<file path="config.mk">
export PLATFORM = sky130hd
export DESIGN_NAME = mem_access_unit
export DESIGN_NICKNAME = d
export VERILOG_FILES = /design/src/rtl/mem_access_unit_pkg.sv /design/src/rtl/mem_access_unit.sv
export SDC_FILE = /design/constraint.sdc
export NUM_CORES = 1
export LEC_CHECK = 0
export ABC_AREA = 1
export BUFFER_PORTS_ARGS = -buffer_cell sky130_fd_sc_hd__buf_2
export CORE_MARGIN = 2
export CORE_UTILIZATION = 48
export DETAILED_ROUTE_END_ITERATION = 6
export PLACE_DENSITY = 0.91
export SYNTH_ARGS = -nofsm -noshare
export SYNTH_HDL_FRONTEND = slang
export SYNTH_SLANG_ARGS = --single-unit
</file>
<file path="constraint.sdc">
create_clock -name clk -period 1.72 [get_ports clk]
set_input_delay 0.086 -clock clk [delete_from_list [all_inputs] [get_ports clk]]
set_output_delay 0.086 -clock clk [all_outputs]
set_load 0.03 [all_outputs]
</file>
<file path="src/rtl/mem_access_unit_pkg.sv">
// cpu_pkg: shared types and constants for the MEM-stage access unit.
//   state_t          access sequencer states (IDLE, BUSY, DONE)
//   REG_W, DATA_W    register-index and datapath widths
//   MISALIGN_LD_DATA load-data value presented after a misaligned or
//                    timed-out access
package cpu_pkg;

  localparam int unsigned REG_W  = 4;
  localparam int unsigned DATA_W = 32;

  localparam logic [DATA_W-1:0] MISALIGN_LD_DATA = 32'h0;

  typedef enum logic [1:0] {
    ST_IDLE = 2'd0,
    ST_BUSY = 2'd1,
    ST_DONE = 2'd2
  } state_t;

endpackage

</file>
<file path="src/rtl/mem_access_unit.sv">
// mem_access_unit: MEM-stage data-memory access unit.
// Takes EX/MEM outputs, runs load/store transactions on the data-memory
// req/ack bus, stalls the pipeline while a transaction is in flight and
// presents the write-back value plus pass-through control to MEM/WB.
//
// Ports
//   clk, rst_n        clock (rising edge), async active-low reset
//   alu_out_in        ALU result / memory byte address
//   wr_data_in        store data
//   mem_rd_in/mem_wr_in load / store request (both set = store)
//   reg_dst_in, reg_wr_in, wb_sel_in  control passed through to MEM/WB
//   dmem_req/we/addr/wdata  memory request bus (held until ack)
//   dmem_rdata, dmem_ack    memory response (ack is a 1-cycle strobe)
//   wb_data_out       write-back value to MEM/WB alu_out_in
//   reg_dst_out, reg_wr_out, wb_sel_out  combinational pass-through
//   mem_stall         pipeline stall
//   mem_err           sticky misalign/timeout flag, cleared by reset only
module mem_access_unit
  import cpu_pkg::*;
#(
  parameter int unsigned ACK_TIMEOUT = 255
) (
  input  logic              clk,
  input  logic              rst_n,
  input  logic [DATA_W-1:0] alu_out_in,
  input  logic [DATA_W-1:0] wr_data_in,
  input  logic              mem_rd_in,
  input  logic              mem_wr_in,
  input  logic [REG_W-1:0]  reg_dst_in,
  input  logic              reg_wr_in,
  input  logic              wb_sel_in,
  output logic              dmem_req,
  output logic              dmem_we,
  output logic [DATA_W-1:0] dmem_addr,
  output logic [DATA_W-1:0] dmem_wdata,
  input  logic [DATA_W-1:0] dmem_rdata,
  input  logic              dmem_ack,
  output logic [DATA_W-1:0] wb_data_out,
  output logic [REG_W-1:0]  reg_dst_out,
  output logic              reg_wr_out,
  output logic              wb_sel_out,
  output logic              mem_stall,
  output logic              mem_err
);

  // Counter value on the last permitted BUSY cycle; the access times out
  // when this cycle also passes without an ack (ACK_TIMEOUT BUSY cycles).
  localparam logic [7:0] LP_CNT_LAST = 8'(ACK_TIMEOUT - 32'd1);

  state_t              r_state;
  logic                r_req;
  logic                r_we;
  logic [DATA_W-1:0]   r_addr;
  logic [DATA_W-1:0]   r_wdata;
  logic [DATA_W-1:0]   r_ld;
  logic [7:0]          r_cnt;
  logic                r_err;
  logic                r_is_rd;

  logic                w_access;
  logic                w_aligned;

  assign w_access  = mem_rd_in | mem_wr_in;
  assign w_aligned = (alu_out_in[1:0] == 2'b00);

  always_ff @(posedge clk or negedge rst_n) begin
    if (!rst_n) begin
      r_state <= ST_IDLE;
      r_req   <= 1'b0;
      r_we    <= 1'b0;
      r_addr  <= '0;
      r_wdata <= '0;
      r_ld    <= '0;
      r_cnt   <= '0;
      r_err   <= 1'b0;
      r_is_rd <= 1'b0;
    end else begin
      unique case (r_state)
        ST_IDLE: begin
          if (w_access) begin
            if (w_aligned) begin
              r_req   <= 1'b1;
              r_we    <= mem_wr_in;
              r_addr  <= {alu_out_in[DATA_W-1:2], 2'b00};
              r_wdata <= wr_data_in;
              r_cnt   <= '0;
              // A simultaneous rd+wr is a store: no load data captured.
              r_is_rd <= mem_rd_in & ~mem_wr_in;
              r_state <= ST_BUSY;
            end else begin
              r_err   <= 1'b1;
              r_ld    <= MISALIGN_LD_DATA;
              r_state <= ST_DONE;
            end
          end
        end
        ST_BUSY: begin
          // Ack is checked first so an ack on the timeout cycle wins.
          if (dmem_ack) begin
            if (r_is_rd) begin
              r_ld <= dmem_rdata;
            end
            r_req   <= 1'b0;
            r_we    <= 1'b0;
            r_state <= ST_DONE;
          end else begin
            r_cnt <= r_cnt + 8'd1;
            if (r_cnt == LP_CNT_LAST) begin
              r_req   <= 1'b0;
              r_we    <= 1'b0;
              r_err   <= 1'b1;
              r_ld    <= MISALIGN_LD_DATA;
              r_state <= ST_DONE;
            end
          end
        end
        ST_DONE: begin
          r_state <= ST_IDLE;
        end
        default: begin
          r_state <= ST_IDLE;
        end
      endcase
    end
  end

  always_comb begin
    mem_stall   = 1'b0;
    wb_data_out = alu_out_in;
    unique case (r_state)
      ST_IDLE: mem_stall = w_access;
      ST_BUSY: mem_stall = 1'b1;
      ST_DONE: begin
        mem_stall   = 1'b0;
        wb_data_out = wb_sel_in ? r_ld : alu_out_in;
      end
      default: mem_stall = 1'b0;
    endcase
  end

  assign dmem_req    = r_req;
  assign dmem_we     = r_we;
  assign dmem_addr   = r_addr;
  assign dmem_wdata  = r_wdata;
  assign mem_err     = r_err;
  assign reg_dst_out = reg_dst_in;
  assign reg_wr_out  = reg_wr_in;
  assign wb_sel_out  = wb_sel_in;

endmodule

</file>
==> load_flow_metrics.sql, run 1 <==
INSERT INTO impl_metrics (metric_group, metric, value, unit) VALUES
('yosys', 'yosys_top_cell_by_area', 'sky130_fd_sc_hd__dfrtp_1', ''),
('hold_path', 'worstHoldPathCells', '3', ''),
('yosys', 'synth_ff_type', 'sky130_fd_sc_hd__dfrtp_1', ''),
('sta', 'worst_slack', '0.00278', 'ns'),
('yosys', 'synth.cells.most_frequent', '223 x sky130_fd_sc_hd__nand2_1, 108 x sky130_fd_sc_hd__dfrtp_1, 75 x sky130_fd_sc_hd__inv_1, 70 x sky130_fd_sc_hd__nor2_1, 47 x sky130_fd_sc_hd__nand3_1', ''),
('route', 'detail_route.first_pass.iterations', '6', ''),
('setup_path', 'critical_path.reg2reg.endpoint', 'r_ld[7]$_DFFE_PN0P_', ''),
('finish', 'layout.filler_cells', '767', ''),
('global_routing', 'grt_first_pass_wirelength', '24600', 'um'),
('clock_network', 'cts.path.max_buffers', '2', ''),
('yosys', 'post-synth-top-count-cell', 'sky130_fd_sc_hd__nand2_1', ''),
('setup_path', 'worstRegToRegCells', '8', ''),
('setup_path', 'worst_path_largest_cell_delay', '0.43', 'ns'),
('finish', 'final_area', '7200', 'um2'),
('route', 'post-route-drc-count', '0', ''),
('die', 'ios', '213', ''),
('clock_network', 'tritoncts', 'yes', ''),
('power_and_ir_drop', 'power_density', '1580', 'nW/um2'),
('sta', 'grt_setup_unrepaired', 'true', ''),
('route', 'vias', '5243', ''),
('route', 'postRouteAntennaNets', '0', ''),
('outcome', 'outcome', 'complete, no violations', ''),
('job', 'cap_violations', '0', ''),
('setup_path', 'worst-endpoint-arrival', '1.63', 'ns'),
('yosys', 'syn-cell-area', '5110', 'um2'),
('global_routing', 'grt_overflow_total', '0', ''),
('yosys', 'synth_area_leaders', 'sky130_fd_sc_hd__dfrtp_1 53%, sky130_fd_sc_hd__nand2_1 16%, sky130_fd_sc_hd__inv_1 5.5%, sky130_fd_sc_hd__nor2_1 5.1%, sky130_fd_sc_hd__nand3_1 4.6%', ''),
('clock_network', 'later_pin_clock_latency_in_the_skew_report', '0.37', 'ns'),
('sta', 'drv_slew', '0', ''),
('route', 'routed_wirelength', '15600', 'um'),
('yosys', 'synth_enable_flop_cells', '0', ''),
('sta', 'timing.final.crit_share', '99.8', '%'),
('sta', 'max_clock_freq', '582', 'MHz'),
('setup_path', 'crit_path_start', 'r_state[1]$_DFFE_PN0P_', ''),
('setup_path', 'regToRegSetupSlack', '0.03', 'ns'),
('sta', 'endpoints_failing_setup', '0', ''),
('route', 'drt_first_iter_violations', '483', ''),
('finish', 'utilization', '69.7', '%'),
('die', 'area_of_the_placeable_core', '10300', 'um2'),
('clock_network', 'worst_setup_hold_path_clk_slew', '0.12', 'ns'),
('global_routing', 'first_global_vias', '5222', ''),
('yosys', 'yosys_register_bits', '108', ''),
('power_and_ir_drop', 'vdd.ir_drop.worst', '1140', 'uV'),
('setup_path', 'launching_point_of_the_worst_reg2reg_path', 'r_state[1]$_DFFE_PN0P_', ''),
('setup_path', 'start_kind', 'flop', ''),
('setup_path', 'critical_path_class', 'flop to output pin', ''),
('yosys', 'mean_syn_cell_area', '7.78', 'um2'),
('route', 'via_per_inst', '5.02', ''),
('sta', 'hold_viol_final', '0', ''),
('placed_design', 'place.port_buffers', '200', ''),
('finish', 'antenna_cells', '0', ''),
('die', 'die_area', '11500', 'um2'),
('sta', 'fin_worst_skew', '0.0229', 'ns'),
('setup_path', 'setup.worst_path.end_class', 'output pin', ''),
('yosys', 'synth_top_cell_area_share', '52.9', '%'),
('global_routing', 'global_route.usage.total', '27.1', '%'),
('setup_path', 'critPathRequiredTime', '1.63', 'ns'),
('route', 'avgRoutedWirePerCell', '14.9', 'um'),
('hold_path', 'min_to', 'dmem_addr[23]$_DFFE_PN0P_', ''),
('placed_design', 'placement.cell_area', '6200', 'um2'),
('yosys', 'synthArstFlopShare', '100', '%'),
('global_routing', 'grt_antenna_before_repair', '0', ''),
('power_and_ir_drop', 'p_leak', '4.18', 'nW'),
('placed_design', 'detailedPlace.worstSlack', '0.0480', 'ns'),
('finish', 'area_growth_syn_to_layout', '41.0', '%'),
('global_routing', 'grt_max_degree', '63', ''),
('setup_path', 'cpMaxStageDelayCell', 'sky130_fd_sc_hd__dfrtp_2', ''),
('power_and_ir_drop', 'design_power_total', '0.0114', 'W'),
('clock_network', 'root_buffer_master', 'sky130_fd_sc_hd__clkbuf_8', ''),
('clock_network', 'cts_made_buffers', '9', ''),
('finish', 'drive_gt1_share', '29.5', '%');
==> per-stage QoR <==
stage | cells | hold slack, ns | TNS, ns
floorplan | 657 | -0.210 | 0
global placement | 965 | 0.0342 | 0
detailed placement | 965 | 0.0350 | 0
CTS | 1042 | 0.00299 | -0.0719
global route | 1045 | 0.00935 | -0.826
finish | 1045 | 0.0205 | 0
==> how the worst max path moves through the flow <==
stage / endpoint / cells after the start / slack, ns
floorplan: wb_data_out[10] / 4 / 0.16
global placement: r_ld[6]$_DFFE_PN0P_ / 9 / 0.16
detailed placement: r_ld[27]$_DFFE_PN0P_ / 9 / 0.05
CTS: wb_data_out[14] / 5 / -0.02
global route: wb_data_out[0] / 5 / -0.07
finish: wb_data_out[0] / 4 / 0.003
==> final cells by class <==
type / instances / area (um2) / share of cell area (%)
inverter: 78 / 293 / 4.07
sequential: 108 / 2700 / 37.5
multi-input combinational: 430 / 1930 / 26.9
timing repair buffer: 277 / 1900 / 26.3
tap: 136 / 170 / 2.36
clock inverter: 5 / 52.6 / 0.730
clock buffer: 11 / 151 / 2.10
==> sequential cells by signal (all words and copies together) (netlist names) <==
register    cells
dmem_addr      30
r_cnt           8
r_state         2
mem_err         1
dmem_wdata     32
r_is_rd         1
dmem_req        1
dmem_we         1
r_ld           32
==> where the power goes <==
part | total (W) | switching, W | internal (W)
clock | 0.00157 | 0.000934 | 0.000641
sequential | 0.00392 | 0.000511 | 0.00341
combinational | 0.00587 | 0.00408 | 0.00179
total | 0.0114 | 0.00553 | 0.00584
==> timing repair <==
item | CTS | global route
setup endpoints to repair | 3 | 60
hold buffers | 58 | 0
setup buffers | 2 | 3
pin swaps | 0 | 0
cloned | 1 | 0
endpoints found under the hold margin | 82 | 0
resized for setup | 26 | 28
==> cells by family after synthesis <==
logic type,Yosys count,synth area share (%)
muxes,2,0.441
DFF,108,52.9
AOI/OAI and AO/OA,71,7.06
and+or+nand+nor,353,28.4
buffers and inverters,119,10.7
other,1,0.0734
adders and majority gates,2,0.490
==> cells in the final DEF (no fill, tap or decap), types with 3 or more instances in the layout <==
| cell | count |
|---|---|
| sky130_fd_sc_hd__a21oi_1 | 19 |
| sky130_fd_sc_hd__a21oi_2 | 12 |
| sky130_fd_sc_hd__buf_12 | 5 |
| sky130_fd_sc_hd__buf_2 | 169 |
| sky130_fd_sc_hd__buf_4 | 37 |
| sky130_fd_sc_hd__buf_6 | 3 |
| sky130_fd_sc_hd__clkbuf_4 | 4 |
| sky130_fd_sc_hd__clkbuf_8 | 11 |
| sky130_fd_sc_hd__dfrtp_1 | 107 |
| sky130_fd_sc_hd__dlygate4sd3_1 | 58 |
| sky130_fd_sc_hd__inv_1 | 75 |
| sky130_fd_sc_hd__inv_2 | 3 |
| sky130_fd_sc_hd__nand2_1 | 222 |
| sky130_fd_sc_hd__nand2_2 | 4 |
| sky130_fd_sc_hd__nand3_1 | 46 |
| sky130_fd_sc_hd__nor2_1 | 69 |
| sky130_fd_sc_hd__nor2_2 | 4 |
| sky130_fd_sc_hd__o21ai_0 | 11 |
| sky130_fd_sc_hd__o21ai_1 | 27 |
==> routing by layer <==
metal / part of all wire [%] / track usage [%] / vias to the layer above
met5: 0 / 0 / -
li1: - / - / 2490
met3: 5.8 / 3.65 / 48
met4: 3.2 / 11.3 / 0
met1: 40 / 32.9 / 2460
met2: 51 / 48.4 / 245
==> worst max-delay path, delay by kind of cell, from the launching register on <==
kind	cells	cell delay, ns
mux	1	0.34
buf+inv	2	0.37
flops	1	0.43
simple gates	1	0.14
No activity file was read; power rests on OpenSTA's default activity.
==> run 2, diff against run 1 <==
CORE_MARGIN = 4   (was 2)
TNS_END_PERCENT = 30   (was unset)
==> run 2 against run 1 <==
The flow now finishes with violations (setup timing). Sequential power is essentially flat. Critical path depth grew 1. Combinational power grew 2%. Largest cell class unchanged. Critical path type unchanged. Highest routed layer is now met5.
==> load_flow_metrics.sql, run 2 (synthesized netlist as in run 1, its figures left out) <==
INSERT INTO impl_metrics (metric_group, metric, value, unit) VALUES
('outcome', 'outcome', 'finished with violations', ''),
('outcome', 'violations', 'setup timing', ''),
('setup_path', 'worst-endpoint-arrival', '1.70', 'ns'),
('finish', 'drive_gt1_share', '30.0', '%'),
('route', 'drt_first_iter_violations', '571', ''),
('route', 'routed_wirelength', '16400', 'um'),
('clock_network', 'cts.path.max_buffers', '2', ''),
('sta', 'drv_slew', '0', ''),
('clock_network', 'h-tree-depth', '3', ''),
('hold_path', 'min_to', 'dmem_addr[8]$_DFFE_PN0P_', ''),
('setup_path', 'critical_path.reg2reg.endpoint', 'dmem_addr[7]$_DFFE_PN0P_', ''),
('die', 'ios', '213', ''),
('sta', 'worst_slack', '-0.0665', 'ns'),
('clock_network', 'later_pin_clock_latency_in_the_skew_report', '0.36', 'ns'),
('setup_path', 'worstRegToRegCells', '8', ''),
('finish', 'layout_commonest_cell', 'sky130_fd_sc_hd__nand2_1', ''),
('power_and_ir_drop', 'p_leak', '4.19', 'nW'),
('finish', 'antenna_cells', '0', ''),
('job', 'cap_violations', '0', ''),
('route', 'avgRoutedWirePerCell', '15.6', 'um'),
('placed_design', 'detailedPlace.worstSlack', '0.143', 'ns'),
('sta', 'period_minus_slack', '1.79', 'ns'),
('hold_path', 'worstHoldPathCells', '3', ''),
('clock_network', 'tritoncts', 'yes', ''),
('sta', 'endpoints_failing_setup', '5', ''),
('sta', 'relSlewSlack', '64.3', '%'),
('global_routing', 'grt_first_pass_wirelength', '25100', 'um'),
('setup_path', 'start_kind', 'flop', ''),
('route', 'postRouteAntennaNets', '0', ''),
('global_routing', 'global_route.usage.total', '24.8', '%'),
('route', 'vias', '5281', ''),
('clock_network', 'clkSinkCount', '108', ''),
('global_routing', 'first_global_vias', '5240', ''),
('global_routing', 'grt_overflow_total', '0', ''),
('die', 'core.rowCount', '37', ''),
('sta', 'timing.final.crit_share', '104', '%'),
('finish', 'area_growth_syn_to_layout', '41.7', '%'),
('finish', 'commonest_cells_after_routing_fill_and_taps_aside', '223 x sky130_fd_sc_hd__nand2_1, 171 x sky130_fd_sc_hd__buf_2, 107 x sky130_fd_sc_hd__dfrtp_1', ''),
('hold_path', 'worst_hold_path_type', 'input port to flop', ''),
('clock_network', 'root_buffer_master', 'sky130_fd_sc_hd__clkbuf_8', ''),
('finish', 'utilization', '70.1', '%'),
('setup_path', 'regToRegSetupSlack', '0.08', 'ns'),
('clock_network', 'cts_made_buffers', '9', ''),
('hold_path', 'source_of_the_worst_hold_timing_path', 'alu_out_in[8]', ''),
('setup_path', 'critical_path_class', 'flop to output pin', ''),
('placed_design', 'routabilityCongestion', '0.892', ''),
('sta', 'max_clock_freq', '560', 'MHz'),
('placed_design', 'place.port_buffers', '200', ''),
('die', 'floorplan.die.width', '111', 'um'),
('die', 'die_y', '111', 'um'),
('power_and_ir_drop', 'power_density', '1580', 'nW/um2'),
('clock_network', 'worst_setup_hold_path_clk_slew', '0.11', 'ns'),
('sta', 'grt_setup_unrepaired', 'true', ''),
('sta', 'hold_viol_final', '0', ''),
('placed_design', 'placed_wire_length_estimate', '9990', 'um'),
('route', 'detail_route.first_pass.iterations', '5', ''),
('setup_path', 'launching_point_of_the_worst_reg2reg_path', 'r_state[0]$_DFFE_PN0P_', ''),
('setup_path', 'timing.critical_path.fanout_max', '11', ''),
('global_routing', 'grt_max_degree', '89', ''),
('global_routing', 'grt_antenna_before_repair', '1', ''),
('setup_path', 'setup.worst_path.end_class', 'output pin', ''),
('route', 'via_per_inst', '5.04', ''),
('route', 'post-route-drc-count', '0', ''),
('die', 'die_area', '12400', 'um2'),
('finish', 'nets', '1017', ''),
('sta', 'tightest_slew', '0.535', 'ns'),
('setup_path', 'critPathRequiredTime', '1.63', 'ns'),
('die', 'initial_core_util', '49.5', '%'),
('sta', 'fin_worst_skew', '0.0166', 'ns'),
('die', 'area_of_the_placeable_core', '10300', 'um2'),
('power_and_ir_drop', 'vdd.ir_drop.worst', '1000', 'uV');
run 2: cell count changes in the layout (fill, tap and decap cells not counted), moves of 2 or more:
cell / change
sky130_fd_sc_hd__a21oi_1: +2
sky130_fd_sc_hd__a21oi_2: -3
sky130_fd_sc_hd__buf_2: +2
sky130_fd_sc_hd__buf_4: -5
sky130_fd_sc_hd__buf_6: +9
sky130_fd_sc_hd__clkbuf_4: -3
sky130_fd_sc_hd__clkinv_4: +3
sky130_fd_sc_hd__nor2_1: -7
sky130_fd_sc_hd__nor2_2: +7
run 2: where the power goes:
group	internal, W	switching (W)	leakage, nW
clock	0.000579	0.000885	0.0933
combinational	0.00183	0.00417	2.70
sequential	0.00341	0.000536	1.39
total	0.00582	0.00559	4.19
run 2: final cells by class:
class | instances | area [um2]
well taps | 136 | 170
clock inverters | 5 | 43.8
flip-flops and latches | 108 | 2700
fillers | 748 | 3090
repair buffers | 280 | 1930
inverters | 78 | 293
multi-input cells | 431 | 1950
clock buffers | 10 | 138
run 2: worst max-delay path by stage:
stage	from	endpoint	slack [ns]
global placement	r_cnt[0]$_DFFE_PN0P_	r_ld[17]$_DFFE_PN0P_	0.23
floorplan	r_state[1]$_DFFE_PN0P_	wb_data_out[10]	0.16
CTS	r_state[1]$_DFFE_PN0P_	wb_data_out[23]	-0.001
finish	r_state[0]$_DFFE_PN0P_	wb_data_out[9]	-0.07
detailed placement	r_cnt[0]$_DFFE_PN0P_	r_ld[31]$_DFFE_PN0P_	0.14
global route	r_state[0]$_DFFE_PN0P_	wb_data_out[12]	-0.09
run 2: metrics by stage:
stage | setup TNS (ns) | hold slack, ns | total power [W] | instances | area (um2)
after CTS | -0.00336 | 0.00239 | 0.0110 | 1041 | 7020
after global placement | 0 | 0.0944 | 0.00919 | 967 | 6200
after floorplan | 0 | -0.210 | 0.00768 | 657 | 5110
after global routing | -2.55 | 0.00188 | 0.0121 | 1048 | 7230
after detailed placement | 0 | 0.100 | 0.00936 | 967 | 6200
final | -0.106 | 0.0140 | 0.0114 | 1048 | 7230
run 2: what timing repair did:
| action | CTS | global route |
|---|---|---|
| pin swaps | 0 | 1 |
| gates cloned | 0 | 3 |
| endpoints found under the setup margin | 31 | 60 |
| hold buffers | 59 | 0 |
| setup buffers | 0 | 4 |
| resized for setup | 17 | 54 |
| hold endpoints to repair | 92 | 0 |
run 2: critical path, cell delays in order, from the launching register on:
cell and delay, ns:
sky130_fd_sc_hd__dfrtp_1 0.41, sky130_fd_sc_hd__inv_2 0.12, sky130_fd_sc_hd__nand3_4 0.18, sky130_fd_sc_hd__buf_6 0.20, sky130_fd_sc_hd__a21oi_1 0.22, sky130_fd_sc_hd__buf_4 0.22
run 2: layer usage:
layer / vias up / GRT usage, % / wire (um)
met5: - / 0 / 13
met4: 2 / 12.2 / 750
met3: 67 / 5.02 / 906
met2: 231 / 41.8 / 8270
met1: 2486 / 30.4 / 6460
li1: 2495 / - / -
==> run 3, diff against run 2 <==
==> constraint.sdc (replaced) <==
create_clock -name clk -period 1.72 [get_ports clk]
set_input_delay 0.258 -clock clk [delete_from_list [all_inputs] [get_ports clk]]
set_output_delay 0.258 -clock clk [all_outputs]
set_load 0.03 [all_outputs]
==> run 3 against run 2 <==
The run still ends with setup timing left. Hold slack improved by 0.075 ns. Clock-buffer cell count grew 1. Wire length down 14%. Sequential power is 2% lower. Design area shrank 7.7%. Via count decreased by 9.4%. Combinational power decreased by 2%. Maximum frequency down 4.0%. Critical path type unchanged.
==> load_flow_metrics.sql, run 3 (synthesized netlist as in run 1, its figures left out) <==
INSERT INTO impl_metrics (metric_group, metric, value, unit) VALUES
('outcome', 'outcome', 'finished with violations', ''),
('outcome', 'violations', 'setup timing', ''),
('setup_path', 'regToRegSetupSlack', '0.06', 'ns'),
('setup_path', 'timing.critical_path.fanout_max', '4', ''),
('route', 'drt_first_iter_violations', '255', ''),
('hold_path', 'worst_hold_path_type', 'input port to flop', ''),
('setup_path', 'start_kind', 'flop', ''),
('finish', 'drive_gt1_share', '31.9', '%'),
('die', 'floorplan.die.width', '111', 'um'),
('global_routing', 'grt_antenna_before_repair', '1', ''),
('sta', 'hold-worst-slack', '0.0891', 'ns'),
('global_routing', 'grt_first_pass_wirelength', '22800', 'um'),
('clock_network', 'cts.path.max_buffers', '2', ''),
('sta', 'hold_viol_final', '0', ''),
('route', 'detail_route.first_pass.iterations', '5', ''),
('sta', 'worst_slack', '-0.141', 'ns'),
('placed_design', 'placed_wire_length_estimate', '10000', 'um'),
('setup_path', 'critical_path.reg2reg.endpoint', 'dmem_addr[26]$_DFFE_PN0P_', ''),
('route', 'postRouteAntennaNets', '0', ''),
('die', 'core.rowCount', '37', ''),
('finish', 'nets', '961', ''),
('global_routing', 'first_global_vias', '4733', ''),
('setup_path', 'launching_point_of_the_worst_reg2reg_path', 'r_state[0]$_DFFE_PN0P_', ''),
('setup_path', 'cpMaxStageDelayCell', 'sky130_fd_sc_hd__dfrtp_1', ''),
('sta', 'tightest_slew', '0.536', 'ns'),
('job', 'cap_violations', '0', ''),
('global_routing', 'grt_max_degree', '57', ''),
('setup_path', 'crit_family', 'buffers and inverters', ''),
('setup_path', 'worstRegToRegCells', '9', ''),
('setup_path', 'critPathRequiredTime', '1.46', 'ns'),
('sta', 'max_clock_freq', '537', 'MHz'),
('sta', 'timing.final.crit_share', '108', '%'),
('power_and_ir_drop', 'vdd.ir_drop.worst', '926', 'uV'),
('die', 'die_area', '12400', 'um2'),
('clock_network', 'cts_made_buffers', '9', ''),
('sta', 'grt_setup_unrepaired', 'true', ''),
('setup_path', 'worst-endpoint-arrival', '1.60', 'ns'),
('finish', 'utilization', '64.7', '%'),
('power_and_ir_drop', 'power_density', '1690', 'nW/um2'),
('die', 'die_y', '111', 'um'),
('sta', 'endpoints_failing_setup', '33', ''),
('clock_network', 'clkSinkCount', '108', ''),
('hold_path', 'worstHoldPathCells', '3', ''),
('sta', 'period_minus_slack', '1.86', 'ns'),
('finish', 'area_growth_syn_to_layout', '30.8', '%'),
('route', 'post-route-drc-count', '0', ''),
('sta', 'relSlewSlack', '64.2', '%'),
('setup_path', 'critical_path_class', 'flop to output pin', ''),
('route', 'routed_wirelength', '14100', 'um'),
('clock_network', 'root_buffer_master', 'sky130_fd_sc_hd__clkbuf_8', ''),
('route', 'vias', '4786', ''),
('power_and_ir_drop', 'p_leak', '3.96', 'nW'),
('global_routing', 'global_route.usage.total', '22.4', '%'),
('clock_network', 'h-tree-depth', '3', ''),
('placed_design', 'place.port_buffers', '200', ''),
('hold_path', 'source_of_the_worst_hold_timing_path', 'wr_data_in[7]', ''),
('finish', 'antenna_cells', '0', ''),
('placed_design', 'routabilityCongestion', '0.848', ''),
('clock_network', 'worst_setup_hold_path_clk_slew', '0.11', 'ns'),
('setup_path', 'worstPathCellList', 'inv_2, nand3_4, buf_6, mux2_2, buf_6', ''),
('sta', 'drv_slew', '0', ''),
('hold_path', 'min_to', 'dmem_wdata[7]$_DFFE_PN0P_', ''),
('route', 'avgRoutedWirePerCell', '14.2', 'um'),
('die', 'area_of_the_placeable_core', '10300', 'um2'),
('route', 'via_per_inst', '4.82', ''),
('setup_path', 'crit_buf_inv', '3', ''),
('die', 'initial_core_util', '49.5', '%'),
('clock_network', 'later_pin_clock_latency_in_the_skew_report', '0.36', 'ns'),
('clock_network', 'tritoncts', 'yes', ''),
('die', 'ios', '213', ''),
('setup_path', 'setup.worst_path.end_class', 'output pin', ''),
('setup_path', 'critical-path-top-cell-by-count', 'sky130_fd_sc_hd__buf_6', ''),
('global_routing', 'grt_overflow_total', '0', ''),
('sta', 'fin_worst_skew', '0.0190', 'ns'),
('finish', 'layout_commonest_cell', 'sky130_fd_sc_hd__nand2_1', ''),
('setup_path', 'worst_path_largest_cell_delay', '0.41', 'ns'),
('finish', 'commonest_cells_after_routing_fill_and_taps_aside', '221 x sky130_fd_sc_hd__nand2_1, 169 x sky130_fd_sc_hd__buf_2, 107 x sky130_fd_sc_hd__dfrtp_1', '');
run 3: worst max-delay path by stage:
| stage | startpoint | depth (start not counted) | slack, ns | end |
|---|---|---|---|---|
| global route | r_state[0]$_DFFE_PN0P_ | 5 | -0.23 | wb_data_out[3] |
| CTS | r_state[0]$_DFFE_PN0P_ | 5 | -0.13 | wb_data_out[1] |
| global placement | r_state[1]$_DFFE_PN0P_ | 7 | -0.07 | r_ld[11]$_DFFE_PN0P_ |
| floorplan | r_state[1]$_DFFE_PN0P_ | 4 | -0.01 | wb_data_out[15] |
| detailed placement | r_state[1]$_DFFE_PN0P_ | 7 | -0.17 | r_ld[8]$_DFFE_PN0P_ |
| finish | r_state[0]$_DFFE_PN0P_ | 5 | -0.14 | wb_data_out[1] |
run 3: through the flow:
step / area, um2 / setup slack, ns / power (W) / std cells / TNS (ns)
finish: 6680 / -0.141 / 0.0113 / 993 / -3.23
global route: 6680 / -0.229 / 0.0120 / 993 / -6.32
floorplan: 5130 / -0.00983 / 0.00770 / 657 / -0.246
global placement: 6230 / -0.0665 / 0.00917 / 968 / -1.99
detailed placement: 6230 / -0.173 / 0.00933 / 968 / -4.80
CTS: 6620 / -0.131 / 0.0112 / 990 / -2.84
run 3: timing repair:
item / 4_1_cts / 5_1_grt
pin swaps: 2 / 2
cloned: 2 / 0
hold buffers: 1 / 0
endpoints found under the hold margin: 30 / 0
gates resized for setup: 49 / 6
endpoints found under the setup margin: 64 / 76
setup buffers: 3 / 3
run 3: layout make-up:
cell class	count	area, um2
multi-input cells	431	1930
inverters	78	295
clock inverters	5	43.8
clock buffers	11	151
flip-flops and latches	108	2700
well taps	136	170
repair buffers	224	1380
fillers	866	3640
run 3: routing by layer:
metal	vias to the layer above	wire, um	track usage, %
met1	2204	5950	28.8
met2	161	7080	38.8
met3	32	796	3.93
li1	2387	-	-
met5	-	7	0
met4	2	319	6.57
run 3: power breakdown:
group | total (W) | internal (W) | switching, W
Combinational | 0.00587 | 0.00182 | 0.00406
Clock | 0.00150 | 0.000623 | 0.000875
Sequential | 0.00389 | 0.00341 | 0.000483
Total | 0.0113 | 0.00585 | 0.00541
run 3: worst register-to-register path: stages (launching register included):
cell and delay [ns]:
sky130_fd_sc_hd__dfrtp_1 0.41, sky130_fd_sc_hd__buf_4 0.15, sky130_fd_sc_hd__nor2_2 0.15, sky130_fd_sc_hd__nand2_2 0.07
sky130_fd_sc_hd__buf_4 0.16, sky130_fd_sc_hd__nor2_4 0.11, sky130_fd_sc_hd__inv_4 0.09, sky130_fd_sc_hd__buf_12 0.19
sky130_fd_sc_hd__nand2_1 0.14, sky130_fd_sc_hd__o21ai_1 0.09
